--- config.mk ---
export PLATFORM = sky130hd
export DESIGN_NAME = cory_merge16
export DESIGN_NICKNAME = d
export VERILOG_FILES = /design/src/rtl/cory_merge16.sv
export SDC_FILE = /design/constraint.sdc
export NUM_CORES = 1
export LEC_CHECK = 0
export CORE_MARGIN = 2
export CORE_UTILIZATION = 57
export CTS_BUF_LIST = sky130_fd_sc_hd__clkbuf_2 sky130_fd_sc_hd__clkbuf_4 sky130_fd_sc_hd__clkbuf_8
export DETAILED_ROUTE_END_ITERATION = 10
export PLACE_DENSITY = 0.82
export SKIP_CTS_REPAIR_TIMING = 1
export SYNTH_ARGS = -nofsm -noshare
export SYNTH_HDL_FRONTEND = slang
export SYNTH_SLANG_ARGS = --single-unit
--- constraint.sdc ---
create_clock -name clk -period 7.8 [get_ports clk]
set_clock_uncertainty 0.2 [all_clocks]
set_input_delay 0.78 -clock clk [delete_from_list [all_inputs] [get_ports clk]]
set_output_delay 0.78 -clock clk [all_outputs]
set_load 0.02 [all_outputs]
--- src/rtl/cory_merge16.sv ---
`default_nettype none
// ============================================================================
// Module   : cory_merge16
// Purpose  : Round-robin merge of up to 16 valid/ready streams into one data
//            stream plus a 4-bit source-index stream, via one output slot.
// Option   : CORY_MERGE16_FIXED_PRI_EN selects fixed lowest-index priority.
// Revision : 1.0
// ============================================================================
module cory_merge16 #(
    parameter int N = 8,
    parameter int M = 16
) (
    input  logic             clk,
    input  logic             reset_n,
    input  logic [M-1:0]     i_a_v,
    input  logic [M*N-1:0]   i_a_d,
    output logic [M-1:0]     o_a_r,
    output logic             o_z_v,
    output logic [N-1:0]     o_z_d,
    input  logic             i_z_r,
    output logic             o_s_v,
    output logic [3:0]       o_s_d,
    input  logic             i_s_r
);

    localparam int IW = (M > 1) ? $clog2(M) : 1;

    logic         pz;
    logic         ps;
    logic [N-1:0] slot_d;
    logic [3:0]   slot_idx;
    logic         free;
    logic         accept;
    logic         grant_found;
    logic [3:0]   grant_idx;
    logic [N-1:0] grant_d;
    logic [N-1:0] a_d_arr [M];

    generate
        for (genvar k = 0; k < M; k++) begin : g_unpack
            assign a_d_arr[k] = i_a_d[k*N +: N];
        end
    endgenerate

`ifndef CORY_MERGE16_FIXED_PRI_EN
    logic [3:0] ptr;
`endif

    assign free = (!pz || i_z_r) && (!ps || i_s_r);

    always_comb begin
        int ch;
        ch          = 0;
        grant_found = 1'b0;
        grant_idx   = 4'd0;
        grant_d     = '0;
        for (int i = 0; i < M; i++) begin
`ifdef CORY_MERGE16_FIXED_PRI_EN
            ch = i;
`else
            ch = int'(ptr) + i;
            if (ch >= M) ch = ch - M;
`endif
            if (!grant_found && i_a_v[IW'(ch)]) begin
                grant_found = 1'b1;
                grant_idx   = 4'(ch);
                grant_d     = a_d_arr[IW'(ch)];
            end
        end
    end

    // Gated by reset_n so no ready is offered while the slot is held in reset.
    assign accept = free && grant_found && reset_n;

    always_comb begin
        o_a_r = '0;
        for (int k = 0; k < M; k++) begin
            o_a_r[k] = accept && (grant_idx == 4'(k));
        end
    end

    always_ff @(posedge clk or negedge reset_n) begin
        if (!reset_n) begin
            pz       <= 1'b0;
            ps       <= 1'b0;
            slot_d   <= '0;
            slot_idx <= 4'd0;
        end else if (accept) begin
            pz       <= 1'b1;
            ps       <= 1'b1;
            slot_d   <= grant_d;
            slot_idx <= grant_idx;
        end else begin
            if (i_z_r) pz <= 1'b0;
            if (i_s_r) ps <= 1'b0;
        end
    end

`ifndef CORY_MERGE16_FIXED_PRI_EN
    always_ff @(posedge clk or negedge reset_n) begin
        if (!reset_n) begin
            ptr <= 4'd0;
        end else if (accept) begin
            ptr <= (grant_idx == 4'(M-1)) ? 4'd0 : grant_idx + 4'd1;
        end
    end
`endif

    assign o_z_v = pz;
    assign o_s_v = ps;
    assign o_z_d = slot_d;
    assign o_s_d = slot_idx;

endmodule
`default_nettype wire

==> impl_metrics.xml <==
<?xml version="1.0" encoding="UTF-8"?>
<metrics>
  <group name="outcome">
    <metric name="run_status" unit="">complete, no violations</metric>
  </group>
  <group name="logic_synthesis">
    <metric name="yosys-top-cells-count" unit="">sky130_fd_sc_hd__nand2_1 (206), sky130_fd_sc_hd__mux4_2 (170), sky130_fd_sc_hd__mux2i_1 (109)</metric>
    <metric name="yosys_most_used_dff" unit="">sky130_fd_sc_hd__dfrtp_1</metric>
    <metric name="distinct_cells_synth" unit="">86</metric>
    <metric name="ys_seq_area_frac" unit="">0.0432</metric>
    <metric name="postSynthNetCount" unit="">1321</metric>
    <metric name="synth.largest_area_cell" unit="">sky130_fd_sc_hd__mux4_2</metric>
    <metric name="muxShareOfSynthArea" unit="">0.526</metric>
    <metric name="synth_edf_count" unit="">0</metric>
    <metric name="total_of_warnings_raised_by_yosys" unit="">0</metric>
    <metric name="synth_cells" unit="">1161</metric>
    <metric name="yosys.cell_count.top_type" unit="">sky130_fd_sc_hd__nand2_1</metric>
    <metric name="synthSimpleGateAreaFrac" unit="">0.185</metric>
    <metric name="yosys.area.top_type_share" unit="">0.367</metric>
    <metric name="synthTopCellsByArea" unit="">sky130_fd_sc_hd__mux4_2 (37%), sky130_fd_sc_hd__mux2i_1 (10%), sky130_fd_sc_hd__nand2_1 (7.4%)</metric>
    <metric name="post_synth_xor_area_fraction" unit="">0.0132</metric>
    <metric name="synth.cell_area" unit="mm²">0.0104</metric>
    <metric name="synthAdderAreaFrac" unit="">0.0144</metric>
    <metric name="postSynth.asyncResetShare" unit="">1.00</metric>
    <metric name="postSynthRegisterBits" unit="">18</metric>
    <metric name="synth_area_per_cell" unit="µm²">8.98</metric>
    <metric name="synth-compound-area-share" unit="">0.167</metric>
    <metric name="combinational_family_with_the_most_area_after_synthesis" unit="">multiplexers</metric>
  </group>
  <group name="floorplanning">
    <metric name="die-width" unit="µm">139</metric>
    <metric name="placement_rows" unit="">49</metric>
    <metric name="core_region_area" unit="mm²">0.0180</metric>
    <metric name="starting_utilization_of_the_core_area" unit="">0.580</metric>
    <metric name="die-height" unit="µm">139</metric>
    <metric name="num_io_pins" unit="">178</metric>
    <metric name="dieArea" unit="mm²">0.0194</metric>
  </group>
  <group name="timing">
    <metric name="worstMarginPinSlew" unit="ps">1110</metric>
    <metric name="timing.final.crit_share" unit="">0.959</metric>
    <metric name="slew_violations" unit="">0</metric>
    <metric name="grt_setup_unrepaired" unit="">false</metric>
    <metric name="final.setup.tns" unit="ps">0</metric>
    <metric name="period_minus_slack" unit="ps">7480</metric>
    <metric name="relSlewSlack" unit="">0.254</metric>
    <metric name="max_clock_freq" unit="GHz">0.134</metric>
    <metric name="hold_viol_final" unit="">0</metric>
    <metric name="finalSetupViolCount" unit="">0</metric>
  </group>
  <group name="cells_and_area">
    <metric name="syn_to_final_growth" unit="%">19.2</metric>
    <metric name="final.fill_count" unit="">1399</metric>
    <metric name="final_layout_size_suffix_gt1_frac" unit="">0.237</metric>
    <metric name="final-seq-area" unit="µm²">458</metric>
    <metric name="fin_nets" unit="">1435</metric>
    <metric name="multi_input_comb_area" unit="mm²">0.00948</metric>
  </group>
  <group name="cts">
    <metric name="cts-root-to-sink-buffers" unit="">2</metric>
    <metric name="worst_skew_pair.late_latency" unit="ps">270</metric>
    <metric name="cts_root_buffer" unit="">sky130_fd_sc_hd__clkbuf_8</metric>
    <metric name="clk_pin_slew" unit="ps">80</metric>
    <metric name="cts_tree" unit="">yes</metric>
    <metric name="tritoncts_num_sinks" unit="">18</metric>
    <metric name="cts_inserted_buffers" unit="">3</metric>
    <metric name="cts_htree_levels" unit="">1</metric>
  </group>
  <group name="global_route">
    <metric name="global_route.overflow_total" unit="">0</metric>
    <metric name="grt_pass1_wl" unit="mm">61.6</metric>
    <metric name="grt_antenna_before_repair" unit="">2</metric>
    <metric name="global_route.usage.total" unit="">0.407</metric>
    <metric name="grt_pass1_vias" unit="">10500</metric>
    <metric name="grt_max_degree" unit="">143</metric>
  </group>
  <group name="drt">
    <metric name="viasPerCell" unit="">7.58</metric>
    <metric name="first_pass_iters" unit="">6</metric>
    <metric name="vias" unit="">11400</metric>
    <metric name="wl_per_cell" unit="µm">27.0</metric>
    <metric name="drc" unit="">0</metric>
    <metric name="wl" unit="mm">40.7</metric>
    <metric name="final_antenna_violating_net_count" unit="">0</metric>
    <metric name="drt-initial-drc-count" unit="">1632</metric>
  </group>
  <group name="hold_path">
    <metric name="hold_path.class" unit="">reg -&gt; reg</metric>
  </group>
  <group name="critical_path">
    <metric name="worst-endpoint-required" unit="ps">6820</metric>
    <metric name="worstPathCellList" unit="">clkinv_1 -&gt; buf_4 -&gt; ha_4 -&gt; mux4_2 -&gt; mux2i_1 -&gt; mux2_2 -&gt; nand3_1 -&gt; nor4_2 -&gt; nand4_2 -&gt; nor4b_1 -&gt; o22a_1 -&gt; nand2b_4 -&gt; inv_1 -&gt; ha_1 -&gt; nand2_1 -&gt; nor3_1 -&gt; clkdlybuf4s50_1</metric>
    <metric name="critical_path.n_buffers_inverters" unit="">4</metric>
    <metric name="path_max_fanout" unit="">20</metric>
    <metric name="crit_path_top_delay_cell" unit="">sky130_fd_sc_hd__dfrtp_4</metric>
    <metric name="setup.worst_path.end_class" unit="">output pin</metric>
    <metric name="critical_path.top_delay_family" unit="">simple AND/OR/NAND/NOR gates</metric>
    <metric name="ws_path_type" unit="">reg -&gt; out</metric>
    <metric name="crit_path_max_incr_delay" unit="ps">710</metric>
    <metric name="crit_path_start_kind" unit="">register</metric>
    <metric name="worst-endpoint-arrival" unit="ps">6500</metric>
  </group>
  <group name="place">
    <metric name="finalWeightedCongestion" unit="">1.07</metric>
    <metric name="place.detailed.hpwl" unit="mm">31.4</metric>
    <metric name="port_buffers" unit="">177</metric>
  </group>
  <group name="flow_run">
    <metric name="maxCapViolations" unit="">0</metric>
  </group>
</metrics>
## worst min-delay path, cell delays in order (launching register included)
cell,delay [ps]
sky130_fd_sc_hd__dfrtp_1,340
sky130_fd_sc_hd__nand2_1,50
sky130_fd_sc_hd__nand2_1,50
## logic make-up (layout without fill, tap and decap cells)
| group | Yosys count | after routing |
|---|---|---|
| compound gates | 258 | 258 |
| simple gates | 413 | 413 |
| xor+xnor | 14 | 14 |
| buf+inv | 119 | 232 |
| flops | 18 | 18 |
| other cells | 0 | 1 |
| fa+ha+maj | 12 | 12 |
| mux | 327 | 327 |
## layer usage
| layer | vias to the layer above | global-route usage | part of all wire |
|---|---|---|---|
| met2 | 1026 | 0.613 | 0.43 |
| li1 | 4846 | - | - |
| met5 | - | 0 | 0.00032 |
| met4 | 2 | 0.104 | 0.036 |
| met1 | 5394 | 0.587 | 0.38 |
| met3 | 139 | 0.111 | 0.16 |
## through the flow
stage               hold slack (ps)  cells  setup WS (ps)  utilization  area, µm²
floorplan                       284   1161           1350            -      10400
global placement                261   1498            835        0.687      12300
detailed placement              263   1498            569        0.687      12300
CTS                             280   1502            245        0.690      12400
global route                    307   1503           54.1        0.691      12400
finish                          275   1504            320        0.692      12400
## sequential cells by signal, summed over array words and instances (netlist names)
name   flops
o_s_d      4
o_s_v      1
o_z_d      8
o_z_v      1
ptr        4
## path summary, 6_finish.rpt
kind / startpoint / end / slack [ps] / cells after the start
min in group asynchronous: reset_n / ptr[1] / 650 / 2
max: ptr[0] / o_a_r[2] / 320 / 17
min reg2reg: o_s_d[2] / o_s_d[2] / 270 / 2
max in group asynchronous: reset_n / ptr[0] / 6530 / 2
max reg2reg: ptr[0] / ptr[1] / 1760 / 16
min: o_s_d[2] / o_s_d[2] / 270 / 2
## cell type report
cell class / instances / area share
antenna: 1 / 0.000201
timing repair buffer: 214 / 0.168
clock buffer: 4 / 0.00443
multi-input combinational: 1024 / 0.763
tap: 229 / 0.0231
sequential: 18 / 0.0369
inverter: 14 / 0.00423
## cells in the final DEF (no fill, tap or decap), drive strengths merged, types with 4 or more instances in the layout
cell type / instances
nand2: 206
clkdlybuf4s50: 177
mux4: 170
mux2i: 112
nor2: 97
o21ai: 57
a21oi: 55
mux2: 45
buf: 36
nand3: 28
o211ai: 23
a211oi: 22
a2111oi: 18
dfrtp: 18
nor3: 16
a31oi: 14
nor4: 14
nand2b: 12
inv: 12
ha: 12
o22ai: 11
xnor2: 9
nand4: 9
and3: 8
a22oi: 8
a21o: 6
clkbuf: 5
a21boi: 5
xor2: 5
or2: 5
o31a: 4
and2: 4
a221oi: 4
o221ai: 4
Power is left out: the tool's default activity adds up to more than one toggle a clock period on the data nets, which glitch-free logic cannot reach.
